## config.mk

```make
export PLATFORM = sky130hd
export DESIGN_NAME = wb_coef_calc
export DESIGN_NICKNAME = d
export VERILOG_FILES = /design/src/rtl/wb_coef_calc.sv
export SDC_FILE = /design/constraint.sdc
export NUM_CORES = 1
export LEC_CHECK = 0
export CAP_MARGIN = 20
export CELL_PAD_IN_SITES_DETAIL_PLACEMENT = 0
export CELL_PAD_IN_SITES_GLOBAL_PLACEMENT = 2
export CORE_MARGIN = 3
export CORE_UTILIZATION = 38
export CTS_CLUSTER_DIAMETER = 150
export CTS_CLUSTER_SIZE = 25
export DETAILED_ROUTE_END_ITERATION = 6
export GPL_TIMING_DRIVEN = 0
export PLACE_DENSITY = 0.91
export SLEW_MARGIN = 10
export SYNTH_ARGS = -nofsm -noshare
export SYNTH_HDL_FRONTEND = slang
export SYNTH_SLANG_ARGS = --single-unit
```

## constraint.sdc

```tcl
create_clock -name clk_i -period 9.1 [get_ports clk_i]
set_input_delay 1.365 -clock clk_i [delete_from_list [all_inputs] [get_ports clk_i]]
set_output_delay 1.365 -clock clk_i [all_outputs]
set_load 0.1 [all_outputs]
```

## src/rtl/wb_coef_calc.sv

```systemverilog
// wb_coef_calc: gray-world white balance gain engine with manual override and registered gain select.
module wb_coef_calc #(
    parameter int PX_WIDTH    = 10,
    parameter int FRAME_RES_Y = 1080,
    parameter int MAX_PIXELS  = 2073600,
    parameter int COEF_W      = 16,
    parameter int COEF_FRAC   = 12
) (
    input  logic                  clk_i,
    input  logic                  rst_i,
    input  logic                  px_tvalid_i,
    input  logic                  px_tready_i,
    input  logic [3*PX_WIDTH-1:0] px_tdata_i,
    input  logic                  px_tuser_i,
    input  logic                  px_tlast_i,
    input  logic [1:0]            mode_i,
    input  logic                  cal_stb_i,
    input  logic [1:0]            man_sel_i,
    input  logic [31:0]           man_coef_i,
    input  logic                  man_lock_i,
    output logic [COEF_W-1:0]     coef_r_o,
    output logic [COEF_W-1:0]     coef_g_o,
    output logic [COEF_W-1:0]     coef_b_o,
    output logic                  coef_valid_o,
    output logic [31:0]           cur_coef_o,
    output logic                  busy_o
);
    localparam int ACC_W = PX_WIDTH + $clog2(MAX_PIXELS);
    localparam int REM_W = ACC_W + COEF_W;
    localparam int LN_W  = $clog2(FRAME_RES_Y + 1);
    localparam int CNT_W = $clog2(COEF_W + 1);
    localparam logic [COEF_W-1:0] ONE = COEF_W'(1 << COEF_FRAC);

    typedef enum logic [2:0] {IDLE, WAIT_SOF, ACCUM, DIV_R, DIV_B, APPLY} state_t;

    state_t             state_q;
    logic [ACC_W-1:0]   sum_r_q, sum_g_q, sum_b_q;
    logic [LN_W-1:0]    lines_q;
    logic [CNT_W-1:0]   cnt_q;
    logic [REM_W-1:0]   rem_q, dvs_q;
    logic [COEF_W-1:0]  quo_q, q_r_q, q_b_q;
    logic               ovf_q, lock_q;
    logic [COEF_W-1:0]  auto_r_q, auto_b_q, man_r_q, man_g_q, man_b_q;
    logic [COEF_W-1:0]  auto_r_d, auto_b_d, quo_nx, quo_fin;
    logic [ACC_W-1:0]   px_r, px_g, px_b, divisor;
    logic [REM_W-1:0]   dividend;
    logic [LN_W-1:0]    lines_b;
    logic               beat, apply_ok, ovf_ld, ge, unused_bits;

    assign unused_bits = ^man_coef_i[31:COEF_W];
    assign beat     = px_tvalid_i && px_tready_i;
    assign px_r     = ACC_W'(px_tdata_i[3*PX_WIDTH-1:2*PX_WIDTH]);
    assign px_g     = ACC_W'(px_tdata_i[2*PX_WIDTH-1:PX_WIDTH]);
    assign px_b     = ACC_W'(px_tdata_i[PX_WIDTH-1:0]);
    assign lines_b  = px_tuser_i ? '0 : lines_q;
    assign divisor  = (state_q == DIV_R) ? sum_r_q : sum_b_q;
    assign dividend = REM_W'({sum_g_q, {COEF_FRAC{1'b0}}});
    assign ovf_ld   = (divisor == '0) || (dividend >= (REM_W'(divisor) << COEF_W));
    assign ge       = rem_q >= dvs_q;
    assign quo_nx   = {quo_q[COEF_W-2:0], ge};
    assign quo_fin  = ovf_q ? '1 : quo_nx;
    // auto gains must be visible to the output select on the same edge they load
    assign apply_ok = (state_q == APPLY) && mode_i[1];
    assign auto_r_d = apply_ok ? q_r_q : auto_r_q;
    assign auto_b_d = apply_ok ? q_b_q : auto_b_q;
    assign busy_o   = state_q != IDLE;
    assign cur_coef_o = (man_sel_i == 2'd0) ? 32'(coef_r_o) :
                        (man_sel_i == 2'd1) ? 32'(coef_g_o) :
                        (man_sel_i == 2'd2) ? 32'(coef_b_o) : 32'd0;

    always_ff @(posedge clk_i) begin
        if (rst_i) begin
            state_q      <= IDLE;
            sum_r_q      <= '0;
            sum_g_q      <= '0;
            sum_b_q      <= '0;
            lines_q      <= '0;
            cnt_q        <= '0;
            rem_q        <= '0;
            dvs_q        <= '0;
            quo_q        <= '0;
            ovf_q        <= 1'b0;
            q_r_q        <= '0;
            q_b_q        <= '0;
            auto_r_q     <= ONE;
            auto_b_q     <= ONE;
            coef_valid_o <= 1'b0;
        end else begin
            coef_valid_o <= apply_ok;
            auto_r_q     <= auto_r_d;
            auto_b_q     <= auto_b_d;
            if (state_q != IDLE && !mode_i[1]) begin
                state_q <= IDLE;
            end else begin
                case (state_q)
                    IDLE: if (mode_i == 2'd2 || (mode_i == 2'd3 && cal_stb_i)) state_q <= WAIT_SOF;
                    WAIT_SOF: if (beat && px_tuser_i) begin
                        sum_r_q <= px_r;
                        sum_g_q <= px_g;
                        sum_b_q <= px_b;
                        lines_q <= LN_W'(px_tlast_i);
                        state_q <= ACCUM;
                    end
                    ACCUM: if (beat) begin
                        sum_r_q <= (px_tuser_i ? '0 : sum_r_q) + px_r;
                        sum_g_q <= (px_tuser_i ? '0 : sum_g_q) + px_g;
                        sum_b_q <= (px_tuser_i ? '0 : sum_b_q) + px_b;
                        lines_q <= lines_b + LN_W'(px_tlast_i);
                        if (px_tlast_i && lines_b == LN_W'(FRAME_RES_Y - 1)) begin
                            cnt_q   <= '0;
                            state_q <= DIV_R;
                        end
                    end
                    DIV_R, DIV_B: if (cnt_q == '0) begin
                        rem_q <= dividend;
                        dvs_q <= REM_W'(divisor) << (COEF_W - 1);
                        ovf_q <= ovf_ld;
                        quo_q <= '0;
                        cnt_q <= CNT_W'(1);
                    end else begin
                        if (ge) rem_q <= rem_q - dvs_q;
                        dvs_q <= dvs_q >> 1;
                        quo_q <= quo_nx;
                        cnt_q <= cnt_q + CNT_W'(1);
                        if (cnt_q == CNT_W'(COEF_W)) begin
                            cnt_q <= '0;
                            if (state_q == DIV_R) begin
                                q_r_q   <= quo_fin;
                                state_q <= DIV_B;
                            end else begin
                                q_b_q   <= quo_fin;
                                state_q <= APPLY;
                            end
                        end
                    end
                    APPLY: state_q <= (mode_i == 2'd2) ? WAIT_SOF : IDLE;
                    default: state_q <= IDLE;
                endcase
            end
        end
    end

    always_ff @(posedge clk_i) begin
        if (rst_i) begin
            lock_q   <= 1'b0;
            man_r_q  <= ONE;
            man_g_q  <= ONE;
            man_b_q  <= ONE;
            coef_r_o <= ONE;
            coef_g_o <= ONE;
            coef_b_o <= ONE;
        end else begin
            lock_q <= man_lock_i;
            if (man_lock_i && !lock_q) begin
                if (man_sel_i == 2'd0) man_r_q <= man_coef_i[COEF_W-1:0];
                if (man_sel_i == 2'd1) man_g_q <= man_coef_i[COEF_W-1:0];
                if (man_sel_i == 2'd2) man_b_q <= man_coef_i[COEF_W-1:0];
            end
            coef_r_o <= (mode_i == 2'd0) ? ONE : (mode_i == 2'd1) ? man_r_q : auto_r_d;
            coef_g_o <= (mode_i == 2'd1) ? man_g_q : ONE;
            coef_b_o <= (mode_i == 2'd0) ? ONE : (mode_i == 2'd1) ? man_b_q : auto_b_d;
        end
    end
endmodule

```

==> results.json, run 1 <==
{
  "status": "finished, final reports clean",
  "core_area_mm2": 0.0555,
  "tritoncts": "yes",
  "clock_sinks": 383,
  "yosysWarnings": 0,
  "postCtsSetupRepairBufs": 0,
  "async_reset_ff_share_pct": 0,
  "min_period_ns": 6.83,
  "synth_edf_count": 0,
  "crit_start": "px_tuser_i",
  "numCtsBuffers": 19,
  "drt_iter0_drc": 1531,
  "gp_congestion": 0.953,
  "dp.final_hpwl_um": 58300,
  "drc": 0,
  "cts.clk_slew.worst_paths_ns": 0.11,
  "startpoint_type": "primary input",
  "critPathArrivalTime_ns": 7.27,
  "drt-total-wl_um": 75400,
  "clk_latency_ns": 0.57,
  "ys_ff_latch": 383,
  "grt_max_degree": 26,
  "critPathKind": "primary input to flop",
  "crit_required_ns": 9.54,
  "hold_violations": 0,
  "crit_fanout": 10,
  "grt_pass1_vias": 19500,
  "placed_area_mm2": 0.0237,
  "whs_ns": 0.454,
  "cts_max_level": 1,
  "path_depth": 17,
  "root_buffer": "clkbuf_16",
  "endpoint": "sum_r_q[16]$_SDFFE_PP0P_",
  "firstDrtPassIters": 5,
  "start_util_pct": 38.7,
  "syn_avg_cell_area_um2": 7.87,
  "fmax_mhz": 146,
  "endpoint_kind": "flop",
  "drv_slew": 0,
  "die_w_um": 244,
  "final_common_cell": "nand2_1",
  "max_stage_delay_ns": 0.85,
  "grt_use_total_pct": 24.2,
  "drive_gt1_share_pct": 3.91,
  "p_per_area_mw_per_mm2": 128,
  "totalPowerFinal_w": 0.00311,
  "maxCapViolations": 0,
  "wl_per_cell_um": 20.7,
  "relSlewSlack_pct": 21.9,
  "r2r-end": "ovf_q$_SDFFE_PP0P_",
  "viasPerCell": 5.70,
  "hp-class": "flop to flop",
  "cts_max_path_buffers": 3,
  "nNetsFinal": 3077,
  "grt_pass1_wl_um": 114000,
  "path_cells": "clkdlybuf4s50_1, clkbuf_1, clkbuf_1, buf_1, clkbuf_1, nor2b_1, ha_1, fa_1, a21o_1, a21oi_2, o21bai_4, a2111oi_4, o41ai_4, and2_1, buf_2, a41oi_1, a31oi_1",
  "fin_setup_tns_ns": 0,
  "worst_pin_slew_ns": 1.16,
  "r2r_cells": 11,
  "crit_slowest_cell": "clkdlybuf4s50_1",
  "most-common-layout-cells": "410 x nand2_1, 383 x dfxtp_1, 282 x a21oi_1",
  "fp.dieH_um": 244,
  "gr-total-overflow": 0,
  "rows": 86,
  "postRouteAntennaNets": 0,
  "holdBufCountCts": 0,
  "vdd_drop_max_uv": 88.8,
  "finalClockSkew_ns": 0.0402,
  "timing.rr.start": "state_q[1]$_SDFFE_PP0P_",
  "dieArea_mm2": 0.0595,
  "synthDistinctLibCells": 98,
  "rsz0062_at_grt": "no",
  "cts_resized": 0,
  "setup_viol": 0,
  "synthToLayoutAreaGrowth_pct": 12.8,
  "r2r_slack_ns": 5.13,
  "io_buffers": 122,
  "crit_family": "buffers and inverters",
  "io_pins": 156,
  "syn_area_mm2": 0.0215,
  "ys.flop_type": "dfxtp_1",
  "num_vias": 20700,
  "p_leak_nw": 9.60,
  "post-route-period-util_pct": 75.1,
  "fin_area_mm2": 0.0242,
  "crit_top_cell": "clkbuf_1",
  "syn_inst": 2732,
  "path_buf_inv": 6,
  "antenna_found_initial": 1,
  "ys_seq_area_share_pct": 35.7
}
[worst min-delay path: stages (launching register included)]
cell     delay [ns]
dfxtp_1        0.32
nand2_1        0.05
a21oi_1        0.05
[sequential cells by signal, summed over array words and instances (netlist names), 3 cells and up]
name	flops
q_b_q	16
man_r_q	16
man_b_q	16
state_q	3
sum_g_q	31
auto_b_q	16
auto_r_q	16
q_r_q	16
coef_b_o	16
rem_q	47
man_g_q	16
quo_q	15
sum_b_q	31
sum_r_q	31
dvs_q	46
cnt_q	5
lines_q	11
coef_g_o	16
coef_r_o	16
[synthesized netlist by cell type, drive strengths merged, types with 5 or more instances]
cell type	count	area, µm²
and2	35	219
nand3	68	345
buf	65	387
nand4b	10	87.6
mux2i	79	791
a31oi	31	194
a21o	43	324
nand3b	7	52.6
dfxtp	383	7670
o31ai	9	67.6
o21ai	157	805
xor2	22	193
o21a	10	75.1
nand2	411	1550
o21bai	15	124
and4	5	43.8
a211oi	76	571
or3	15	93.8
clkbuf	129	484
nor3b	6	50.1
nand2b	16	100
o221ai	5	43.8
inv	79	297
ha	107	1340
or2	5	31.3
a22oi	12	90.1
and3	18	118
nor4	12	81.3
nor2	263	992
nand4	43	284
or4	10	75.1
nor2b	44	275
xnor2	43	377
o41ai	9	97.6
o211ai	48	360
a21oi	286	1450
a41oi	21	184
a311oi	36	358
nor3	33	175
[power breakdown]
part           total (W)  switching, W  internal [W]  leakage, nW
logic           0.000437      0.000301      0.000136         6.26
registers        0.00170     0.0000116       0.00169         3.09
clock network   0.000974      0.000588      0.000386        0.248
total            0.00311      0.000900       0.00221         9.60
[cell families after synthesis]
family / count (synthesis) / synth area share [%]
muxes: 79 / 3.68
other: 1 / 0.0174
xor gates and xnor gates: 65 / 2.65
buffers and inverters: 275 / 5.49
AOI/OAI and AO/OA: 804 / 24.1
DFF: 383 / 35.7
adders and majority gates: 111 / 6.60
and+or+nand+nor: 1014 / 21.8
[routing by layer]
layer  wire length [µm]  up-vias  track usage [%]
met4               2980        0             9.14
met5                  0        -                0
li1                   -    10000                -
met3               4200      146             2.87
met2              36000      709             41.7
met1              32200     9840             30.9
[final cells by class]
| type | instances | area [µm²] |
|---|---|---|
| clock buffers | 19 | 475 |
| multi-input cells | 2089 | 12700 |
| plain buffers | 195 | 881 |
| clock inverters | 2 | 28.8 |
| well taps | 748 | 936 |
| repair buffers | 124 | 1250 |
| diodes | 1 | 2.50 |
| inverters | 80 | 300 |
| flip-flops and latches | 383 | 7670 |
| fillers | 5783 | 31300 |
[worst min path at each step]
stage | from | depth (start not counted) | endpoint | slack [ns]
after floorplan | man_g_q[12]$_SDFFE_PP1P_ | 1 | coef_g_o[12]$_SDFF_PP1_ | 0.42
after detailed placement | man_g_q[2]$_SDFFE_PP0P_ | 2 | man_g_q[2]$_SDFFE_PP0P_ | 0.44
final | man_g_q[2]$_SDFFE_PP0P_ | 2 | man_g_q[2]$_SDFFE_PP0P_ | 0.45
after global routing | man_g_q[2]$_SDFFE_PP0P_ | 2 | man_g_q[2]$_SDFFE_PP0P_ | 0.47
after CTS | man_g_q[2]$_SDFFE_PP0P_ | 2 | man_g_q[2]$_SDFFE_PP0P_ | 0.46
after global placement | man_g_q[4]$_SDFFE_PP0P_ | 1 | coef_g_o[4]$_SDFF_PP0_ | 0.44
[through the flow]
stage / std cells / utilization, % / worst slack, ns
4_1_cts: 3640 / 43.7 / 2.35
5_1_grt: 3640 / 43.7 / 2.05
3_5_place_dp: 3619 / 42.8 / 1.80
2_1_floorplan: 2747 / - / 3.23
6_report: 3641 / 43.7 / 2.27
3_3_place_gp: 3617 / 42.7 / 1.83
No activity file was read; power rests on OpenSTA's default activity.
==> run 2, diff against run 1 <==
--- a/config.mk
+++ b/config.mk
@@ -9,12 +9,12 @@
 export CELL_PAD_IN_SITES_DETAIL_PLACEMENT = 0
 export CELL_PAD_IN_SITES_GLOBAL_PLACEMENT = 2
 export CORE_MARGIN = 3
-export CORE_UTILIZATION = 38
+export CORE_UTILIZATION = 36
 export CTS_CLUSTER_DIAMETER = 150
 export CTS_CLUSTER_SIZE = 25
 export DETAILED_ROUTE_END_ITERATION = 6
 export GPL_TIMING_DRIVEN = 0
-export PLACE_DENSITY = 0.91
+export PLACE_DENSITY = 0.87
 export SLEW_MARGIN = 10
 export SYNTH_ARGS = -nofsm -noshare
 export SYNTH_HDL_FRONTEND = slang
==> constraint.sdc (replaced) <==
create_clock -name clk_i -period 7 [get_ports clk_i]
set_input_delay 1.05 -clock clk_i [delete_from_list [all_inputs] [get_ports clk_i]]
set_output_delay 1.05 -clock clk_i [all_outputs]
set_load 0.1 [all_outputs]
==> run 2 against run 1 <==
Die area rose by 5.4%. Via count rose by 0.32%. Critical path depth did not move. Register-to-register slack got worse by 2.2 ns. First-iteration DRC count fell by 2.5%. Wire length rose by 3.0%. Setup slack got worse by 1.9 ns. Clock skew rose by 0.0044 ns. Worst hold slack improved by 0.0012 ns. Power rose by 30%. Utilization fell by 2.1 points. Global-route usage fell by 0.49 points. Highest routed layer unchanged.
==> results.json, run 2 (synthesis results as in run 1) <==
{
  "die_w_um": 250,
  "grt_pass1_wl_um": 118000,
  "drv_slew": 0,
  "regMostFlops": "rem_q",
  "cts_max_path_buffers": 3,
  "p_leak_nw": 9.60,
  "io_pins": 156,
  "endpoint_kind": "flop",
  "cts_resized": 0,
  "relSlewSlack_pct": 23.5,
  "grt_use_total_pct": 23.7,
  "fin_area_mm2": 0.0243,
  "rsz0062_at_grt": "no",
  "finalClockSkew_ns": 0.0446,
  "dp.final_hpwl_um": 59700,
  "vdd_drop_max_uv": 133,
  "final_common_cell": "nand2_1",
  "nNetsFinal": 3077,
  "numCtsBuffers": 19,
  "synthToLayoutAreaGrowth_pct": 12.9,
  "placed_area_mm2": 0.0238,
  "diodes": 0,
  "holdBufCountCts": 0,
  "startpoint_type": "primary input",
  "most-common-layout-cells": "410 x nand2_1, 383 x dfxtp_1, 282 x a21oi_1",
  "largest_register_ffs": 47,
  "place_ws_ns": -0.0701,
  "hp-class": "flop to flop",
  "critPathKind": "primary input to flop",
  "p_per_area_mw_per_mm2": 167,
  "antenna_found_initial": 0,
  "clock_sinks": 383,
  "io_buffers": 122,
  "fmax_mhz": 152,
  "critPathArrivalTime_ns": 7.08,
  "clk_latency_ns": 0.58,
  "firstDrtPassIters": 6,
  "r2r_slack_ns": 2.95,
  "status": "finished, final reports clean",
  "viasPerCell": 5.69,
  "crit_fanout": 10,
  "worst_pin_slew_ns": 1.14,
  "postRouteAntennaNets": 0,
  "core_area_mm2": 0.0584,
  "cts.clk_slew.worst_paths_ns": 0.10,
  "fp.dieH_um": 250,
  "drt_iter0_drc": 1493,
  "hold_violations": 0,
  "fill_cells": 6012,
  "setup_viol": 0,
  "wl_per_cell_um": 21.2,
  "tritoncts": "yes",
  "grt_pass1_vias": 19700,
  "grt_max_degree": 26,
  "setup_ws_ns": 0.400,
  "num_vias": 20800,
  "post-route-period-util_pct": 94.3,
  "cts_max_level": 1,
  "postCtsSetupRepairBufs": 0,
  "rows": 88,
  "reg.largest.list": "rem_q: 47 flops, dvs_q: 46 flops",
  "gr-total-overflow": 0,
  "drive_gt1_share_pct": 3.94,
  "drc": 0,
  "crit_required_ns": 7.48,
  "start_util_pct": 36.8,
  "maxCapViolations": 0,
  "dieArea_mm2": 0.0627,
  "drt-total-wl_um": 77600,
  "root_buffer": "clkbuf_16",
  "gp_congestion": 0.921,
  "min_period_ns": 6.60
}
run 2: area by class of cell:
class                   count  area (µm²)  share of cell area [%]
repair buffers            124        1250                    5.16
plain buffers             195         881                    3.63
clock inverters             3        30.0                   0.124
clock buffers              19         475                    1.96
multi-input cells        2089       12700                    52.4
flip-flops and latches    383        7670                    31.6
well taps                 765         957                    3.94
inverters                  80         300                    1.24
run 2: metal layers:
metal,GRT usage [%],up-vias,part of all wire (%)
met4,6.48,0,2.9
met3,1.92,107,4.6
met5,0,-,0
met2,41.8,615,49
li1,-,10100,-
met1,31.0,10000,43
run 2: final timing paths:
check,from,cells after the start,endpoint
max,px_tuser_i,17,sum_r_q[30]$_SDFFE_PP0P_
min,man_g_q[5]$_SDFFE_PP0P_,2,man_g_q[5]$_SDFFE_PP0P_
max reg2reg,state_q[1]$_SDFFE_PP0P_,11,ovf_q$_SDFFE_PP0P_
min reg2reg,man_g_q[5]$_SDFFE_PP0P_,2,man_g_q[5]$_SDFFE_PP0P_
run 2: report_power, final:
part	internal (W)	switching, W	total, W
Sequential	0.00220	0.0000145	0.00221
Clock	0.000502	0.000775	0.00128
Combinational	0.000177	0.000395	0.000572
run 2: per-stage QoR:
| step | power (W) | TNS, ns | instances | hold slack (ns) | util [%] |
|---|---|---|---|---|---|
| 2_1_floorplan | 0.00264 | 0 | 2747 | 0.415 | - |
| 3_3_place_gp | 0.00283 | -0.547 | 3634 | 0.435 | 40.7 |
| 3_5_place_dp | 0.00283 | -0.324 | 3636 | 0.442 | 40.7 |
| 4_1_cts | 0.00410 | 0 | 3658 | 0.456 | 41.6 |
| 5_1_grt | 0.00420 | 0 | 3658 | 0.474 | 41.6 |
| 6_report | 0.00406 | 0 | 3658 | 0.455 | 41.6 |
run 2: worst max-delay path: stages:
cell and delay (ns):
clkdlybuf4s50_1 0.85, clkbuf_1 0.55, clkbuf_1 0.67, buf_1 0.68, clkbuf_1 0.54, nor2b_1 0.11, ha_1 0.24, fa_1 0.40
a21o_1 0.19, a21oi_2 0.25, o21bai_4 0.10, a2111oi_4 0.45, o41ai_4 0.26, and2_1 0.23, buf_2 0.16, a31o_1 0.18
a31oi_1 0.14
==> run 3, diff against run 2 <==
==> constraint.sdc (replaced) <==
create_clock -name clk_i -period 6.8 [get_ports clk_i]
set_input_delay 1.02 -clock clk_i [delete_from_list [all_inputs] [get_ports clk_i]]
set_output_delay 1.02 -clock clk_i [all_outputs]
set_load 0.1 [all_outputs]
==> results of run 3 <==
Same layout as run 2 (identical final DEF). Status: finished, final reports clean.
Main changes from that run: setup slack after placement -0.0701 ns -> -0.240 ns; setup slack after layout 0.400 ns -> 0.230 ns; register-to-register setup slack 2.95 ns -> 2.75 ns; total power 0.00406 W -> 0.00418 W; worst IR drop on VDD 133 µV -> 137 µV
